==> config.mk <==
export PLATFORM = sky130hd
export DESIGN_NAME = serial_alu_responder
export DESIGN_NICKNAME = d
export VERILOG_FILES = /design/src/rtl/serial_alu_responder_pkg.sv /design/src/rtl/serial_alu_responder_core.sv /design/src/rtl/serial_alu_responder.sv
export SDC_FILE = /design/constraint.sdc
export NUM_CORES = 1
export LEC_CHECK = 0
export ABC_AREA = 0
export CORE_MARGIN = 2
export CORE_UTILIZATION = 55
export CTS_BUF_LIST = sky130_fd_sc_hd__clkbuf_2 sky130_fd_sc_hd__clkbuf_4 sky130_fd_sc_hd__clkbuf_8
export DETAILED_ROUTE_END_ITERATION = 6
export GPL_ROUTABILITY_DRIVEN = 0
export PLACE_DENSITY = 0.71
export SLEW_MARGIN = 10
export SYNTH_ARGS = -nofsm -noshare
export SYNTH_HDL_FRONTEND = slang
export SYNTH_SLANG_ARGS = --single-unit
==> constraint.sdc <==
create_clock -name clk -period 6.25 [get_ports clk]
set_input_delay 1.875 -clock clk [delete_from_list [all_inputs] [get_ports clk]]
set_output_delay 1.875 -clock clk [all_outputs]
set_load 0.05 [all_outputs]
==> src/rtl/serial_alu_responder_pkg.sv <==
// Shared ISA definitions for the processor<->ALU serial link: packet layout,
// ALU op encodings and the responder's link states.
package serial_alu_responder_pkg;

    localparam int REGISTER_SIZE = 32;

    typedef enum logic [1:0] {
        ALU_ADD = 2'd0,
        ALU_SUB = 2'd1,
        ALU_AND = 2'd2,
        ALU_OR  = 2'd3
    } alu_op_e;

    // First member is the MSB end, so op_code sits in the low bits and goes out first.
    typedef struct packed {
        logic [REGISTER_SIZE:0] op_2;
        logic [REGISTER_SIZE:0] op_1;
        alu_op_e                op_code;
    } alu_packet_t;

    localparam int ALU_PACKET_WIDTH = $bits(alu_packet_t);
    localparam int ALU_RESULT_WIDTH = REGISTER_SIZE;

    typedef enum logic [1:0] {
        RECEIVE  = 2'd0,
        EXECUTE  = 2'd1,
        TRANSMIT = 2'd2
    } alu_link_state_e;

endpackage

==> src/rtl/serial_alu_responder_core.sv <==
// Purely combinational ALU: ADD/SUB/AND/OR on two DATA_WIDTH operands,
// results wrap modulo 2^DATA_WIDTH.
module alu_core
    import serial_alu_responder_pkg::*;
#(
    parameter int DATA_WIDTH = REGISTER_SIZE
) (
    input  logic [1:0]            op_code,
    input  logic [DATA_WIDTH-1:0] op_1,
    input  logic [DATA_WIDTH-1:0] op_2,
    output logic [DATA_WIDTH-1:0] result
);

    // NOTE: every always_comb output gets a default first so no path can infer a latch.
    always_comb begin
        result = '0;
        case (alu_op_e'(op_code))
            ALU_ADD: result = op_1 + op_2;
            ALU_SUB: result = op_1 - op_2;
            ALU_AND: result = op_1 & op_2;
            ALU_OR:  result = op_1 | op_2;
            default: result = '0;
        endcase
    end

endmodule

==> src/rtl/serial_alu_responder.sv <==
// ALU-side endpoint of the serial link: deserializes one packet, executes it
// for one cycle, then serializes the result LSB-first back to the processor.
module serial_alu_responder
    import serial_alu_responder_pkg::*;
#(
    parameter int DATA_WIDTH   = REGISTER_SIZE,
    parameter int PACKET_WIDTH = ALU_PACKET_WIDTH
) (
    input  logic clk,
    input  logic rst_n,
    input  logic rx_valid,
    input  logic rx_bit,
    output logic rx_ready,
    output logic tx_valid,
    output logic tx_bit,
    output logic tx_last,
    input  logic tx_ready,
    output logic busy
);

    localparam int RX_CW     = $clog2(PACKET_WIDTH);
    localparam int TX_CW     = $clog2(DATA_WIDTH);
    localparam int OP_1_LSB  = 2;
    localparam int OP_2_LSB  = OP_1_LSB + DATA_WIDTH + 1;
    localparam logic [RX_CW-1:0] RX_LAST = RX_CW'(PACKET_WIDTH - 1);
    localparam logic [TX_CW-1:0] TX_LAST = TX_CW'(DATA_WIDTH - 1);

    alu_link_state_e         state, state_next;
    logic [PACKET_WIDTH-1:0] shift_q;
    logic [DATA_WIDTH-1:0]   result_q;
    logic [DATA_WIDTH-1:0]   alu_result;
    logic [RX_CW-1:0]        rx_cnt;
    logic [TX_CW-1:0]        tx_cnt;
    logic                    rx_at_last;
    logic                    tx_at_last;
    logic                    ext_bits_unused;

    assign rx_at_last = (rx_cnt == RX_LAST);
    assign tx_at_last = (tx_cnt == TX_LAST);
    assign busy       = (state != RECEIVE) || (rx_cnt != '0);

    // The top bit of each operand field travels on the link but never feeds the datapath.
    assign ext_bits_unused = shift_q[OP_1_LSB + DATA_WIDTH] ^ shift_q[OP_2_LSB + DATA_WIDTH];

    alu_core #(
        .DATA_WIDTH (DATA_WIDTH)
    ) u_alu_core (
        .op_code (shift_q[1:0]),
        .op_1    (shift_q[OP_1_LSB +: DATA_WIDTH]),
        .op_2    (shift_q[OP_2_LSB +: DATA_WIDTH]),
        .result  (alu_result)
    );

    // NOTE: sequential state uses non-blocking assignments so every flop samples pre-edge values.
    always_ff @(posedge clk or negedge rst_n) begin
        if (!rst_n) begin
            state <= RECEIVE;
        end else begin
            state <= state_next;
        end
    end

    always_comb begin
        state_next = state;
        rx_ready   = 1'b0;
        tx_valid   = 1'b0;
        tx_bit     = 1'b0;
        tx_last    = 1'b0;
        case (state)
            RECEIVE: begin
                rx_ready = 1'b1;
                if (rx_valid && rx_at_last) begin
                    state_next = EXECUTE;
                end
            end
            EXECUTE: begin
                state_next = TRANSMIT;
            end
            TRANSMIT: begin
                tx_valid = 1'b1;
                tx_bit   = result_q[tx_cnt];
                tx_last  = tx_at_last;
                if (tx_ready && tx_at_last) begin
                    state_next = RECEIVE;
                end
            end
            default: state_next = RECEIVE;
        endcase
    end

    // NOTE: the shift and result registers are plain flops, not RAM, so they reset with the rest.
    always_ff @(posedge clk or negedge rst_n) begin
        if (!rst_n) begin
            shift_q  <= '0;
            result_q <= '0;
            rx_cnt   <= '0;
            tx_cnt   <= '0;
        end else begin
            case (state)
                RECEIVE: begin
                    if (rx_valid) begin
                        shift_q <= {rx_bit, shift_q[PACKET_WIDTH-1:1]};
                        rx_cnt  <= rx_at_last ? '0 : rx_cnt + 1'b1;
                    end
                end
                EXECUTE: begin
                    result_q <= alu_result;
                    tx_cnt   <= '0;
                end
                TRANSMIT: begin
                    if (tx_ready && !tx_at_last) begin
                        tx_cnt <= tx_cnt + 1'b1;
                    end
                end
                default: ;
            endcase
        end
    end

endmodule

---- After elaboration in Yosys (flattened, before gate mapping) ----
Index checks and enable logic that the tools add are counted.
cells by class
  $add $sub $neg .......................... 4
  $lt $le $gt $ge ......................... 1
  equal/unequal tests ..................... 10
  mux-type cells .......................... 13
  bitwise operators ....................... 2
  reduce and logical (&&, ||, !) cells .... 13
operators by type and width
  cell                                                  count
  one-hot mux 32 bit (4 select lines)                   1
  adder 32 bit                                          1
  bitwise AND 32 bit                                    1
  OR 32 bit                                             1
  subtractor 32 bit                                     1
  one-hot mux 5 bit (2 select lines)                    1
  adder 7 x 1 -> 7 bit (second input constant)          1
  equality test 7 bit (second input constant)           1
  2-to-1 mux 7 bit                                      1
  nonzero test 7 bit                                    1
  equality test 2 bit (second input constant)           3
  < comparator 5 x 6 -> 1 bit (second input constant)   1
  inequality test 2 bit (second input constant)         3
  one-hot mux 2 bit (3 select lines)                    1
  AND reduction 2 bit                                   3
  adder 5 x 1 -> 5 bit (second input constant)          1
  binary-select mux 1 bit (select 5 bit)                1
  equality test 5 bit (second input constant)           1
  2-to-1 mux 1 bit                                      5
  2-to-1 mux 5 bit                                      1
  equality test 2 x 1 -> 1 bit (second input constant)  2
  zero test 2 bit                                       2
  2-to-1 mux 2 bit                                      2
  nonzero test 2 bit                                    2
  3 further kinds                                       5
word-level totals
  bits in registers ....................... 114
  output and inout port bits .............. 5
  word-level logic and storage cells ...... 48

---- Longest topological paths before layout ----
  depth in word-level cells ............... 5
  gate-level depth with buffers ........... 17
  depth with buffers taken out ............ 17

---- Hierarchy ----
Synthesis repeated with hierarchy kept, for this count alone.
unflattened totals
  cell total of the unflattened synthesis .. 963
  area, all modules ....................... 7718.7 sq um
by module, submodules not included
  module                times used  cells each  area each (sq um)
  serial_alu_responder  1           519         4703.3
  alu_core              1           444         3015.4

---- Worst setup path before layout ----
OpenSTA, ideal clock, no wires.
  kind .................................... register -> register
  start ................................... register shift_q[37]
  end ..................................... register result_q[29]
  arrival time ............................ 4384 ps
  data required time ...................... 6173 ps
  path slack .............................. 1789 ps
  stages on the path, launching flop included .. 18
  path buffers ............................ 2
  clock period less this slack ............ 4461 ps
  cell sequence ........................... dfrtp_1 -> buf_6 -> or4_4 -> or4_4 -> or4_4 -> nor3b_1 -> nor2_1 -> xnor2_1 -> ha_1 -> clkbuf_1 -> and2_1 -> nand2_1 -> nor4_1 -> nand3_1 -> o21ai_0 -> a21oi_1 -> mux2_2 -> a21oi_1
on the way
  cells in the longest elaborated chain, start to end .. 2
  elaborated cells between the ends (all ways) .. 3
RTL lines
  element                                                   RTL line                                                          text
  start: declaration                                        serial_alu_responder.sv:29                                        logic [PACKET_WIDTH-1:0] shift_q;
  start signal: assignment                                  serial_alu_responder.sv:102                                       shift_q <= {rx_bit, shift_q[PACKET_WIDTH-1:1]};
  subtractor 32 bit / adder 32 bit (equally long branches)  serial_alu_responder_core.sv:19, serial_alu_responder_core.sv:18
  one-hot mux 32 bit (4 select lines) (*)                   serial_alu_responder_core.sv:17                                   case (alu_op_e'(op_code))
  end signal: assignment                                    serial_alu_responder.sv:107                                       result_q <= alu_result;
  end: declaration                                          serial_alu_responder.sv:30                                        logic [DATA_WIDTH-1:0] result_q;
Mark *: on every way between the ends. The rest lies on a longest branch, timed or not.
A chain may end at the register's enable or synchronous reset.

---- Worst setup path after layout ----
  start ................................... register tx_cnt[0]
  end ..................................... output tx_bit
on the way
  cells in the longest elaborated chain, start to end .. 3
RTL lines
  element                                 RTL line                     text
  start: declaration                      serial_alu_responder.sv:33   logic [TX_CW-1:0] tx_cnt;
  start signal: assignment                serial_alu_responder.sv:112  tx_cnt <= tx_cnt + 1'b1;
  binary-select mux 1 bit (select 5 bit)  serial_alu_responder.sv:81   tx_bit = result_q[tx_cnt];
  2-to-1 mux 1 bit (not written as such)  serial_alu_responder.sv:81
  2-to-1 mux 1 bit                        serial_alu_responder.sv:69   case (state)
  end: declaration                        serial_alu_responder.sv:15   output logic tx_bit,
Every way passes these cells. The select of a mux whose other input is x is not followed.

==> run_results.csv <==
group,metric,value,unit
grt,grt_max_degree,76,
clock_tree,postCtsSetupBuffers,0,
setup_path,setup_slack_reg_to_reg,1.29,ns
clock_tree,cts_tree,"yes",
layout,nets,807,
die,placement_rows,42,
yosys,synthFlopType,"dfrtp_1",
sta,final_period_minus_worst_setup_slack,5.10,ns
die,core,13300,um^2
place,dp.cells,920,
grt,first_pass_grt_wire_length,28200,um
yosys,syn-cell-area,7580,um^2
pwr,swShare,40.9,%
sta,grt_setup_unrepaired,"no",
status,outcome,"completed",
die,die_width,121,um
clock_tree,cts.htree.levels,4,
sta,worst_slew_pin_slew,0.981,ns
routing,route.antenna.remaining_nets,0,
setup_path,worstSetupPathType,"reg -> out",
yosys,synth.ff_latch_count,114,
setup_path,worst-endpoint-required,4.38,ns
place,portBuffers,9,
pwr,power.share.clock,26.2,%
clock_tree,path_clk_slew,0.07,ns
yosys,yosysUniqueCellTypes,59,
yosys,proportion_of_synthesized_flip_flops_having_asynchronous_set_or_reset,100,%
place,dpl.hpwl,12100,um
grt,grt_use_total,24.5,%
layout,final_layout_size_suffix_gt1_share,16.1,%
layout,filler_cells_inserted,1099,
clock_tree,cts.sink_count,114,
sta,hold-worst-slack,0.477,ns
pwr,power_density,358,nW/um^2
clock_tree,cts_bufs_inserted,17,
yosys,synth.most_common_cell,"dfrtp_1",
grt,grt_overflow_total,0,
clock_tree,insertion_delay,0.47,ns
pwr,p_leak,3.88,nW
setup_path,worst_ep_arrival_time,3.23,ns
yosys,syn-mean-instance-area,9.80,um^2
sta,fin_setup_tns,0,ns
routing,dr.first_iter.drc_count,643,
setup_path,cp_endpoint_kind,"primary output",
yosys,yosys_warning_count,0,
layout,antennaDiodeCount,0,
yosys,synthDominantCellAreaShare,37.6,%
sta,setup_viol,0,
place,placement.cell_area,7760,um^2
yosys,syn-num-nets,818,
setup_path,startpoint_type,"flop",
routing,drt_pass1_iterations,5,
yosys,synth_cells,774,
die,initial_core_util,56.8,%
yosys,synth_sequential_area_ratio,37.6,%
sta,finalMaxSlewViolations,0,
routing,vias_per_cell,6.16,
layout,area_delta_synth_final,8.18,%
hold_path,worst_min_path_class,"reg -> reg",
yosys,synth.cells.most_frequent,"dfrtp_1, o21ai_0, mux2_2",
job,drv.max_cap_violation_count,0,
clock_tree,cts_root_buffer,"clkbuf_8",
die,boundaryPins,10,
sta,finalHoldViolCount,0,
grt,first_global_vias,5632,
die,fp.dieArea,14700,um^2
sta,maxClockFrequency,0.196,GHz
clock_tree,cts.path.max_buffers,2,
layout,fin_cells,952,
yosys,ys_top_cells_by_area,"dfrtp_1, mux2_2, ha_1, xor2_1, o21ai_0",
pwr,irDropWorstVdd,262,uV
sta,finClkSkew,0.0159,ns
pwr,design_power_total,0.00294,W
pwr,p_seq_share,31.0,%
routing,post_detailed_route_wirelength_per_cell,17.9,um
layout,final_cell_area,8200,um^2
yosys,synthDominantAreaCellType,"dfrtp_1",
routing,wire_length_reported_by_the_detailed_router,17000,um
pwr,combinationalPowerShare,42.8,%
yosys,number_of_enable_flip_flop_cells_after_synthesis,0,
sta,share_of_the_cycle_needed_by_the_critical_path_after_routing,81.6,%
clock_tree,cts_hold_buffers,0,
grt,antenna_found_initial,0,
pwr,p_sw,0.00120,W
clock_tree,cts_resized,0,
routing,drc_errors,0,
routing,dr_total_vias,5866,
setup_path,critical_path.max_fanout,13,
sta,timing.slew.headroom,34.4,%
die,dieHeight,121,um
pwr,power_report.internal_total,0.00174,W
-- power by group through the flow --
stage                     sequential, W  clock [W]  combinational (W)
after floorplan                0.000851          0            0.00102
after global placement         0.000921          0            0.00121
after detailed placement       0.000924          0            0.00124
after CTS                      0.000911   0.000786            0.00124
after global routing           0.000925   0.000816            0.00140
final                          0.000912   0.000769            0.00126
-- path summary, 6_finish.rpt --
path	start	to	depth (start not counted)
worst max register to register	shift_q[37]	result_q[29]	14
min in group asynchronous	rst_n	shift_q[3]	1
max in group asynchronous	rst_n	shift_q[24]	2
worst max-delay path	tx_cnt[0]	tx_bit	5
worst min register to register	result_q[12]	result_q[12]	2
worst min-delay path	result_q[12]	result_q[12]	2
-- layer usage --
metal,vias to the layer above,GRT usage [%],routed length (um)
met5,-,0,0
met4,0,11.6,493
met3,45,4.42,881
met2,184,37.7,7710
met1,2825,33.4,7930
li1,2812,-,-
-- area by class of cell --
type / instances / area, um^2 / area share (%)
multi-input combinational: 598 / 4490 / 54.8
sequential: 114 / 2850 / 34.8
clock buffer: 17 / 234 / 2.85
tap: 176 / 220 / 2.68
clock inverter: 15 / 206 / 2.52
timing repair buffer: 15 / 133 / 1.62
inverter: 17 / 63.8 / 0.778
-- through the flow --
step	utilization, %	setup WS, ns
6_report	61.5	1.15
5_1_grt	61.5	0.930
4_1_cts	61.5	1.08
3_5_place_dp	58.2	1.43
3_3_place_gp	58.2	1.55
2_1_floorplan	-	1.79
-- worst max-delay path, stage by stage (launching register included) --
cell and delay (ns):
dfrtp_1 0.77, mux4_2 0.62, mux4_2 0.47, mux2i_1 0.14
nor2_1 0.06, clkdlybuf4s50_1 0.70
-- logic make-up (layout without fill, tap and decap cells) --
kind of cell / Yosys count / count (layout) / share of synthesized area, %
compound gates: 211 / 211 / 17.1
simple gates: 174 / 174 / 10.9
flops: 114 / 114 / 37.6
mux: 83 / 83 / 13.7
fa+ha+maj: 67 / 67 / 10.2
xor+xnor: 63 / 63 / 7.28
buf+inv: 62 / 64 / 3.18
-- sequential cells by signal, indices dropped and copies added, names as in the netlist --
register and flops:
rx_cnt 7, state 2, tx_cnt 5, shift_q 68
result_q 32
-- cells in the final DEF, fill, tap and decap left out, drive strengths merged, types with 17 or more instances in the layout --
master	n
maj3	28
dfrtp	114
ha	38
nand2	63
o21ai	68
mux2	65
nor2	48
inv	21
clkbuf	17
xor2	38
a21o	17
xnor2	25
a21oi	57
Note: power is estimated with default switching activity, not from simulation.
